===== config.mk =====
export PLATFORM = sky130hd
export DESIGN_NAME = pixel_arbiter
export DESIGN_NICKNAME = d
export VERILOG_FILES = /design/src/rtl/pong_pkg.sv /design/src/rtl/pixel_fifo.sv /design/src/rtl/pixel_arbiter.sv
export SDC_FILE = /design/constraint.sdc
export NUM_CORES = 1
export LEC_CHECK = 0
export CORE_UTILIZATION = 55
export DETAILED_ROUTE_END_ITERATION = 8
export PLACE_DENSITY = 0.72
export SKIP_CTS_REPAIR_TIMING = 1
export SYNTH_ARGS = -nofsm -noshare
export SYNTH_HDL_FRONTEND = slang
export SYNTH_SLANG_ARGS = --single-unit

===== constraint.sdc =====
create_clock -name iClock -period 3.95 [get_ports iClock]
set_clock_uncertainty 0.1 [all_clocks]
set_input_delay 0.79 -clock iClock [delete_from_list [all_inputs] [get_ports iClock]]
set_output_delay 0.79 -clock iClock [all_outputs]
set_load 0.01 [all_outputs]

===== src/rtl/pong_pkg.sv =====
// Shared screen geometry and pixel word layout for the pong video path.
package pong_pkg;

    localparam int X_SCREEN_PIXELS = 320;
    localparam int Y_SCREEN_PIXELS = 240;
    localparam int XW              = $clog2(X_SCREEN_PIXELS) + 1;
    localparam int YW              = $clog2(Y_SCREEN_PIXELS) + 1;
    localparam int CW              = 3;
    localparam int PW              = XW + YW + CW;

    typedef struct packed {
        logic [XW-1:0] x;
        logic [YW-1:0] y;
        logic [CW-1:0] colour;
    } pixel_t;

    typedef enum logic {
        SRC0 = 1'b0,
        SRC1 = 1'b1
    } src_e;

    function automatic logic in_screen(input logic [XW-1:0] x, input logic [YW-1:0] y);
        return (x < XW'(X_SCREEN_PIXELS)) && (y < YW'(Y_SCREEN_PIXELS));
    endfunction

endpackage


===== src/rtl/pixel_fifo.sv =====
// Per-source pixel buffer; head entry is visible combinationally on o_rdata.
module pixel_fifo #(
    parameter int PW         = 22,
    parameter int FIFO_DEPTH = 16
) (
    input  logic          i_clk,
    input  logic          i_rst_n,
    input  logic          i_push,
    input  logic [PW-1:0] i_wdata,
    input  logic          i_pop,
    output logic [PW-1:0] o_rdata,
    output logic          o_full,
    output logic          o_empty
);

    localparam int AW = $clog2(FIFO_DEPTH);
    localparam logic [AW:0] PTR_ONE = {{AW{1'b0}}, 1'b1};

    logic [PW-1:0] r_mem [FIFO_DEPTH];
    logic [AW:0]   r_wr_ptr;
    logic [AW:0]   r_rd_ptr;
    logic          w_do_pop;
    logic          w_do_push;

    // A full FIFO still takes a write when its head leaves in the same cycle
    assign w_do_pop  = i_pop & ~o_empty;
    assign w_do_push = i_push & (~o_full | w_do_pop);

    assign o_full  = (r_wr_ptr[AW-1:0] == r_rd_ptr[AW-1:0]) && (r_wr_ptr[AW] != r_rd_ptr[AW]);
    assign o_empty = (r_wr_ptr == r_rd_ptr);
    assign o_rdata = r_mem[r_rd_ptr[AW-1:0]];

    // Storage array write port
    always_ff @(posedge i_clk) begin
        if (w_do_push) begin
            r_mem[r_wr_ptr[AW-1:0]] <= i_wdata;
        end
    end

    // Read/write pointer advance
    always_ff @(posedge i_clk or negedge i_rst_n) begin
        if (!i_rst_n) begin
            r_wr_ptr <= {(AW+1){1'b0}};
            r_rd_ptr <= {(AW+1){1'b0}};
        end else begin
            if (w_do_push) begin
                r_wr_ptr <= r_wr_ptr + PTR_ONE;
            end
            if (w_do_pop) begin
                r_rd_ptr <= r_rd_ptr + PTR_ONE;
            end
        end
    end

endmodule


===== src/rtl/pixel_arbiter.sv =====
// Merges the two paddle-drawer pixel streams into one VGA pixel port with
// per-source buffering, round-robin draining and frame-done detection.
module pixel_arbiter
    import pong_pkg::*;
#(
    parameter int FIFO_DEPTH = 16
) (
    input  logic          iClock,
    input  logic          iResetn,
    input  logic [XW-1:0] iX0,
    input  logic [YW-1:0] iY0,
    input  logic [CW-1:0] iColour0,
    input  logic          iPlot0,
    input  logic          iNewFrame0,
    input  logic [XW-1:0] iX1,
    input  logic [YW-1:0] iY1,
    input  logic [CW-1:0] iColour1,
    input  logic          iPlot1,
    input  logic          iNewFrame1,
    output logic [XW-1:0] oX,
    output logic [YW-1:0] oY,
    output logic [CW-1:0] oColour,
    output logic          oPlot,
    output logic          oFrameDone,
    output logic [1:0]    oOverflow
);

    pixel_t        w_pix0;
    pixel_t        w_pix1;
    pixel_t        w_head0;
    pixel_t        w_head1;
    pixel_t        w_head_sel;
    logic          w_valid0;
    logic          w_valid1;
    logic          w_full0;
    logic          w_full1;
    logic          w_empty0;
    logic          w_empty1;
    logic          w_grant0;
    logic          w_grant1;
    logic          w_any_grant;
    logic          w_push0;
    logic          w_push1;
    logic          w_drop0;
    logic          w_drop1;
    logic          w_frame_done;

    src_e          r_last;
    logic          r_flag0;
    logic          r_flag1;
    logic          r_plot;
    logic          r_frame_done;
    logic [1:0]    r_overflow;
    logic [XW-1:0] r_x;
    logic [YW-1:0] r_y;
    logic [CW-1:0] r_colour;

    assign w_pix0   = '{x: iX0, y: iY0, colour: iColour0};
    assign w_pix1   = '{x: iX1, y: iY1, colour: iColour1};
    assign w_valid0 = iPlot0 & in_screen(iX0, iY0);
    assign w_valid1 = iPlot1 & in_screen(iX1, iY1);

    assign w_push0 = w_valid0 & (~w_full0 | w_grant0);
    assign w_push1 = w_valid1 & (~w_full1 | w_grant1);
    assign w_drop0 = w_valid0 & w_full0 & ~w_grant0;
    assign w_drop1 = w_valid1 & w_full1 & ~w_grant1;

    pixel_fifo #(.PW(PW), .FIFO_DEPTH(FIFO_DEPTH)) u_fifo0 (
        .i_clk   (iClock),
        .i_rst_n (iResetn),
        .i_push  (w_push0),
        .i_wdata (w_pix0),
        .i_pop   (w_grant0),
        .o_rdata (w_head0),
        .o_full  (w_full0),
        .o_empty (w_empty0)
    );

    pixel_fifo #(.PW(PW), .FIFO_DEPTH(FIFO_DEPTH)) u_fifo1 (
        .i_clk   (iClock),
        .i_rst_n (iResetn),
        .i_push  (w_push1),
        .i_wdata (w_pix1),
        .i_pop   (w_grant1),
        .o_rdata (w_head1),
        .o_full  (w_full1),
        .o_empty (w_empty1)
    );

    // Round-robin grant: on contention serve the source not granted last
    always_comb begin
        w_grant0 = 1'b0;
        w_grant1 = 1'b0;
        case ({w_empty1, w_empty0})
            2'b00: begin
                if (r_last == SRC0) begin
                    w_grant1 = 1'b1;
                end else begin
                    w_grant0 = 1'b1;
                end
            end
            2'b01:   w_grant1 = 1'b1;
            2'b10:   w_grant0 = 1'b1;
            default: begin
                w_grant0 = 1'b0;
                w_grant1 = 1'b0;
            end
        endcase
    end

    assign w_any_grant  = w_grant0 | w_grant1;
    assign w_head_sel   = w_grant1 ? w_head1 : w_head0;
    assign w_frame_done = r_flag0 & r_flag1 & w_empty0 & w_empty1 & ~w_any_grant;

    // Output pixel register, RR pointer and sticky overflow flags
    always_ff @(posedge iClock or negedge iResetn) begin
        if (!iResetn) begin
            r_plot     <= 1'b0;
            r_x        <= {XW{1'b0}};
            r_y        <= {YW{1'b0}};
            r_colour   <= {CW{1'b0}};
            r_last     <= SRC0;
            r_overflow <= 2'b00;
        end else begin
            r_plot     <= w_any_grant;
            r_overflow <= r_overflow | {w_drop1, w_drop0};
            if (w_any_grant) begin
                r_x      <= w_head_sel.x;
                r_y      <= w_head_sel.y;
                r_colour <= w_head_sel.colour;
                r_last   <= w_grant1 ? SRC1 : SRC0;
            end
        end
    end

    // Frame flags; a fresh end-of-frame pulse beats the clear
    always_ff @(posedge iClock or negedge iResetn) begin
        if (!iResetn) begin
            r_flag0      <= 1'b0;
            r_flag1      <= 1'b0;
            r_frame_done <= 1'b0;
        end else begin
            r_flag0      <= iNewFrame0 | (r_flag0 & ~w_frame_done);
            r_flag1      <= iNewFrame1 | (r_flag1 & ~w_frame_done);
            r_frame_done <= w_frame_done;
        end
    end

    assign oX         = r_x;
    assign oY         = r_y;
    assign oColour    = r_colour;
    assign oPlot      = r_plot;
    assign oFrameDone = r_frame_done;
    assign oOverflow  = r_overflow;

endmodule


Word level (Yosys, flattened, before mapping)

Memories as Yosys holds them, arrays and structs flattened.
Index checks and enable logic that the tools add are counted.

Logic and storage cells: 80
Output and inout bits: 26
Memories kept: 2
Bits in writable memories: 704
Latch bits: 0
ROM bits: 0
Bits of input ports: 50
Bits in registers: 49

Add/sub/neg operators: 4
Div/mod/pow operators: 0
Eq/ne operators: 8
Reduce and logical (&&, ||, !) cells: 5
Multiplexer cells: 10
Bitwise operators: 34
Multiply operators: 0
Shifts and indexed selects: 0
Magnitude comparators: 4

Memory list:

| name          | depth | width | read ports | clocked after memory_dff | write ports | line             | RTL |
|---|---|---|---|---|---|---|---|
| u_fifo0.r_mem | 16    | 22    | 1          | 0                        | 1           | pixel_fifo.sv:19 | `logic [PW-1:0] r_mem [FIFO_DEPTH];` |
| u_fifo1.r_mem | 16    | 22    | 1          | 0                        | 1           | pixel_fifo.sv:19 |  |

Operators by type and width:

| cell                                                                   | number |
|---|---|
| 22-bit two-way mux                                                     | 1 |
| 5-bit by 1-bit adder with 5-bit output (second input constant)         | 4 |
| 10-bit by 9-bit < comparator with 1-bit output (second input constant) | 2 |
| 1-bit bitwise AND                                                      | 18 |
| 9-bit by 8-bit < comparator with 1-bit output (second input constant)  | 2 |
| 5-bit == test                                                          | 2 |
| 4-bit == test                                                          | 2 |
| 1-bit NOT                                                              | 8 |
| 1-bit two-way mux                                                      | 7 |
| 1-bit bitwise OR                                                       | 7 |
| 1-bit logical AND                                                      | 4 |
| 1-bit case mux with 2 select lines                                     | 2 |
| 2-bit by 1-bit == test with 1-bit output (second input constant)       | 1 |
| 2-bit == test (second input constant)                                  | 1 |
| 2-bit zero test                                                        | 1 |
| 1-bit != test                                                          | 2 |
| 2-bit bitwise OR                                                       | 1 |

Longest topological paths before layout

Depth after elaboration: 9
Mapped depth: 8
Mapped depth without buffers: 5

Modules after synthesis

Synthesis repeated with hierarchy kept, for this count alone.

Cells, all modules: 1353
Area total of the unflattened synthesis: 29356.9 µm²

By module, submodules not included:

| module        | cells each | seq. area each (µm²) | area each (µm²) | instances |
|---|---|---|---|---|
| pixel_fifo    | 609        | 10820.4              | 13902.1         | 2 |
| pixel_arbiter | 135        | 725.7                | 1552.7          | 1 |

Least setup slack after synthesis

OpenSTA, ideal clock, no wires.

Path type: input -> register
Start: input iX1[7]
End: memory u_fifo1.r_mem[3][0] (enable)
Required time: 3.393 ns
Buffers on the path: 1
Slack: -0.170 ns
Arrival time: 3.563 ns
Cell stages on the path: 5
Setup time: 0.457 ns
Path through: o21ai_0 > and4_1 > clkbuf_1 > nand2_1 > nor4_1

Longest elaborated chain between the ends: 7

Ends and longest elaborated chain:

| item                                           | line                | RTL |
|---|---|---|
| from (decl)                                    | pixel_arbiter.sv:15 | `input logic [XW-1:0] iX1,` |
| 10-bit by 9-bit < comparator with 1-bit output | pong_pkg.sv:23      | `return (x < XW'(X_SCREEN_PIXELS)) && (y < YW'(Y_SCREEN_PIXELS));` |
| 1-bit logical AND                              | pong_pkg.sv:23      |  |
| 1-bit bitwise AND                              | pixel_arbiter.sv:61 | `assign w_valid1 = iPlot1 & in_screen(iX1, iY1);` |
| 1-bit bitwise AND                              | pixel_arbiter.sv:64 | `assign w_push1 = w_valid1 & (~w_full1 \| w_grant1);` |
| 1-bit bitwise AND                              | pixel_fifo.sv:27    | `assign w_do_push = i_push & (~o_full \| w_do_pop);` |
| 1-bit two-way mux                              | pixel_fifo.sv:35    | `if (w_do_push) begin` |
| 1-bit two-way mux (not written as such)        | pixel_fifo.sv:36    | `r_mem[r_wr_ptr[AW-1:0]] <= i_wdata;` |
| to (decl)                                      | pixel_fifo.sv:19    |  |

No other way between the ends.

Worst setup path after layout

Start: register u_fifo1.r_rd_ptr[1]
End: memory u_fifo0.r_mem[12][16] (enable)

Longest elaborated chain between the ends: 8
Elaborated cells between the ends (all ways): 11
Those cells by class: eq/ne (2); mux (3); bitwise (5); reduce/logical (1)

Ends and longest elaborated chain:

| item                                                         | line                                  | RTL |
|---|---|---|
| from (decl)                                                  | pixel_fifo.sv:21                      | `logic [AW:0] r_rd_ptr;` |
| from (signal assigned)                                       | pixel_fifo.sv:44                      | `r_rd_ptr <= {(AW+1){1'b0}};` |
| from (signal assigned)                                       | pixel_fifo.sv:50                      | `r_rd_ptr <= r_rd_ptr + PTR_ONE;` |
| 5-bit == test (*)                                            | pixel_fifo.sv:30                      | `assign o_empty = (r_wr_ptr == r_rd_ptr);` |
| 2-bit == test / 2-bit zero test (equally long branches)      | pixel_arbiter.sv:94                   | `case ({w_empty1, w_empty0})` |
| 1-bit case mux with 2 select lines (*)                       | pixel_arbiter.sv:94                   |  |
| 1-bit bitwise OR / 1-bit bitwise AND (equally long branches) | pixel_arbiter.sv:63, pixel_fifo.sv:26 |  |
| 1-bit bitwise AND / 1-bit bitwise OR (equally long branches) | pixel_arbiter.sv:63, pixel_fifo.sv:27 |  |
| 1-bit bitwise AND (*)                                        | pixel_fifo.sv:27                      |  |
| 1-bit two-way mux (*)                                        | pixel_fifo.sv:35                      |  |
| 1-bit two-way mux (not written as such) (*)                  | pixel_fifo.sv:36                      |  |
| to (decl)                                                    | pixel_fifo.sv:19                      |  |

Mark *: on every way between the ends. The rest lies on a longest branch, timed or not.

==> results.sh <==
export IMPL_hold_viol_final=0
export IMPL_fin_cells=2280
export IMPL_ir_drop_mv=0.529
export IMPL_synth_top_cells_by_area="edfxtp_1, mux4_2, dfrtp_1, a22oi_1, mux2i_1"
export IMPL_die_y_um=232
export IMPL_num_vias=14400
export IMPL_grt_max_degree=136
export IMPL_critPathCaptureType="register"
export IMPL_cp_data_arrival_time_ns=3.28
export IMPL_fmax_mhz=328
export IMPL_synth_top_flop_cell="edfxtp_1"
export IMPL_cts_sinks=753
export IMPL_gp_congestion=0.826
export IMPL_numCtsBuffers=73
export IMPL_drive_above_1_share_pct=23.0
export IMPL_dp_cells=2146
export IMPL_firstDrtPassIters=8
export IMPL_final_antenna_net_count=0
export IMPL_drt_initial_drc_count=1384
export IMPL_drc_errors=0
export IMPL_slowest_delay_ns=0.87
export IMPL_synth_area_per_cell_um2=20.8
export IMPL_setup_tns_final_ns=0
export IMPL_antenna_found_initial=0
export IMPL_crit_cells=7
export IMPL_crit_start="u_fifo1.r_rd_ptr[1]"
export IMPL_critPathTopFamily="flip-flops"
export IMPL_h_tree_depth=3
export IMPL_dp_slack_ns=0.660
export IMPL_critPathCapture="u_fifo0.r_mem[12][16]"
export IMPL_syn_area_um2=29100
export IMPL_crit_chain="xnor2_1 -> and4_1 -> a211oi_2 -> nor2_1 -> buf_4 -> and3_1 -> buf_4"
export IMPL_critical_path_startpoint_type="register"
export IMPL_min_path_type="in2async"
export IMPL_worst_pin_slew_ns=1.23
export IMPL_crit_top_cell="buf_4"
export IMPL_worst_path_buf_inv=2
export IMPL_grt_pass1_vias=14700
export IMPL_synth_cell_types=44
export IMPL_n_fill_cell=3342
export IMPL_drv_cap=0
export IMPL_p_leak_nw=10.9
export IMPL_grt_pass1_wl_um=95100
export IMPL_path_class="reg2reg"
export IMPL_nets=1601
export IMPL_layout_min_cycle_time_ns=3.05
export IMPL_root_buffer="clkbuf_16"
export IMPL_rr_startpoint="u_fifo1.r_rd_ptr[1]"
export IMPL_clockBufferDepth=3
export IMPL_final_max_slew_violation_count=0
export IMPL_yosys_top_cells_count="edfxtp_1, mux4_2, a22oi_1"
export IMPL_async_reset_ff_share_pct=6.51
export IMPL_cts_tree="yes"
export IMPL_grt_ovfl_total=0
export IMPL_viasPerCell=6.33
export IMPL_status="finished, final reports clean"
export IMPL_antenna_cells=0
export IMPL_dp_hpwl_um=40000
export IMPL_yosysSeqAreaShare_pct=76.9
export IMPL_coreArea_um2=51800
export IMPL_utilization_pct=64.7
export IMPL_critPathMaxFanout=46
export IMPL_portBuffers=75
export IMPL_ios=76
export IMPL_slew_headroom_pct=17.6
export IMPL_placed_cell_area_um2=31100
export IMPL_yosys_area_top_type="edfxtp_1"
export IMPL_ys_ff_latch=753
export IMPL_synth_cells=1401
export IMPL_synth_top_area_share_pct=72.6
export IMPL_yosys_warnings=0
export IMPL_yosysMostFrequentCell="edfxtp_1"
export IMPL_r2r_slack_ns=0.90
export IMPL_syn_to_final_growth_pct=15.2
export IMPL_rows=83
export IMPL_clk_latency_ns=0.61
export IMPL_r2r_end="u_fifo0.r_mem[12][16]"
export IMPL_grt_usage_pct=24.6
export IMPL_grt_setup_unrepaired="false"
export IMPL_synthesis_nets=1461
export IMPL_reg2reg_depth=7
export IMPL_die_area_um2=53800
export IMPL_cp_slowest_cell="dfrtp_4"
export IMPL_initial_core_util_pct=56.2
export IMPL_path_clk_slew_ns=0.06
export IMPL_wl_per_cell_um=28.3
export IMPL_fin_area_um2=33500
export IMPL_critPathRequiredTime_ns=4.18
export IMPL_synth_edff_count=704
export IMPL_wl_um=64500
export IMPL_setup_viol_count_final=0
export IMPL_setup_ws_ns=0.900
export IMPL_die_w_um=232
export IMPL_power_density_nw_per_um2=685
export IMPL_fin_crit_sh_pct=77.2
## worst min-delay path by stage
| stage | start | end | slack, ns | cells after the start |
|---|---|---|---|---|
| floorplan | u_fifo0.r_wr_ptr[4] | u_fifo0.r_wr_ptr[4] | 0.36 | 1 |
| global placement | u_fifo0.r_rd_ptr[4] | u_fifo0.r_rd_ptr[4] | 0.39 | 1 |
| detailed placement | u_fifo0.r_rd_ptr[4] | u_fifo0.r_rd_ptr[4] | 0.40 | 1 |
| CTS | iResetn | oPlot | 0.18 | 1 |
| global route | iResetn | oFrameDone | 0.20 | 1 |
| finish | iResetn | oPlot | 0.17 | 1 |
## power by group
group	internal [mW]	leakage, nW	switching [mW]
Sequential	9.09	6.90	0.589
Combinational	2.78	2.78	3.47
Clock	4.17	1.17	2.86
## layout make-up
type                       count  area, um^2  area share [%]
clock inverter                31         332           0.989
sequential                   753       22400            66.8
tap                          680         851            2.54
inverter                       8        30.0          0.0896
clock buffer                 103        2100            6.26
timing repair buffer         150        1420            4.24
multi-input combinational    555        6400            19.1
## per-stage QoR
step | hold WS (ns) | power, mW
finish | 0.170 | 23.0
global route | 0.203 | 23.8
CTS | 0.178 | 23.1
detailed placement | 0.397 | 16.1
global placement | 0.386 | 16.0
floorplan | 0.361 | 13.8
## worst reg2reg max path, cell delays in order, from the launching register on
cell and delay (ns):
dfrtp_4 0.87, xnor2_1 0.21, and4_1 0.29, a211oi_2 0.55, nor2_1 0.10, buf_4 0.20
and3_1 0.19, buf_4 0.23
## routing by layer
metal / part of all wire [%] / vias up / GRT usage (%)
met4: 2.0 / 0 / 6.11
li1: - / 6143 / -
met3: 7.4 / 80 / 5.80
met5: 0 / - / 0
met1: 42 / 7660 / 34.9
met2: 49 / 552 / 39.0
## sequential cells by signal, summed over array words and instances (netlist names)
name / count
u_fifo1.r_wr_ptr: 5
u_fifo1.r_rd_ptr: 5
u_fifo1.r_mem: 352
r_flag0: 1
oFrameDone: 1
oX: 10
r_flag1: 1
u_fifo0.r_rd_ptr: 5
r_last: 1
oOverflow: 2
u_fifo0.r_wr_ptr: 5
oColour: 3
u_fifo0.r_mem: 352
oPlot: 1
oY: 9
## cell families after synthesis
logic type | after synthesis | synth area share, %
and+or+nand+nor | 147 | 2.77
buffers and inverters | 93 | 1.44
adders and majority gates | 10 | 0.430
muxes | 180 | 12.8
DFF | 753 | 76.9
AOI/OAI and AO/OA | 191 | 4.85
xor gates and xnor gates | 27 | 0.813
## layout by cell type (no fill, tap or decap), types with 11 or more instances in the layout
cell type | synthesis | routed
edfxtp_1 | 704 | 704
mux4_2 | 154 | 154
clkbuf_16 | 0 | 79
clkdlybuf4s50_1 | 0 | 74
a22oi_1 | 66 | 66
buf_4 | 3 | 66
dfrtp_1 | 49 | 44
and2_1 | 28 | 28
nand2_1 | 27 | 27
o21ai_0 | 26 | 26
nor2b_1 | 27 | 24
o32ai_1 | 22 | 22
a31oi_1 | 22 | 22
mux2i_1 | 22 | 22
a211oi_1 | 22 | 22
a311oi_1 | 22 | 22
clkbuf_1 | 45 | 21
and3_1 | 14 | 14
xnor2_1 | 14 | 14
xor2_1 | 13 | 13
nor2_2 | 0 | 11
(Power assumes the default switching activity.)
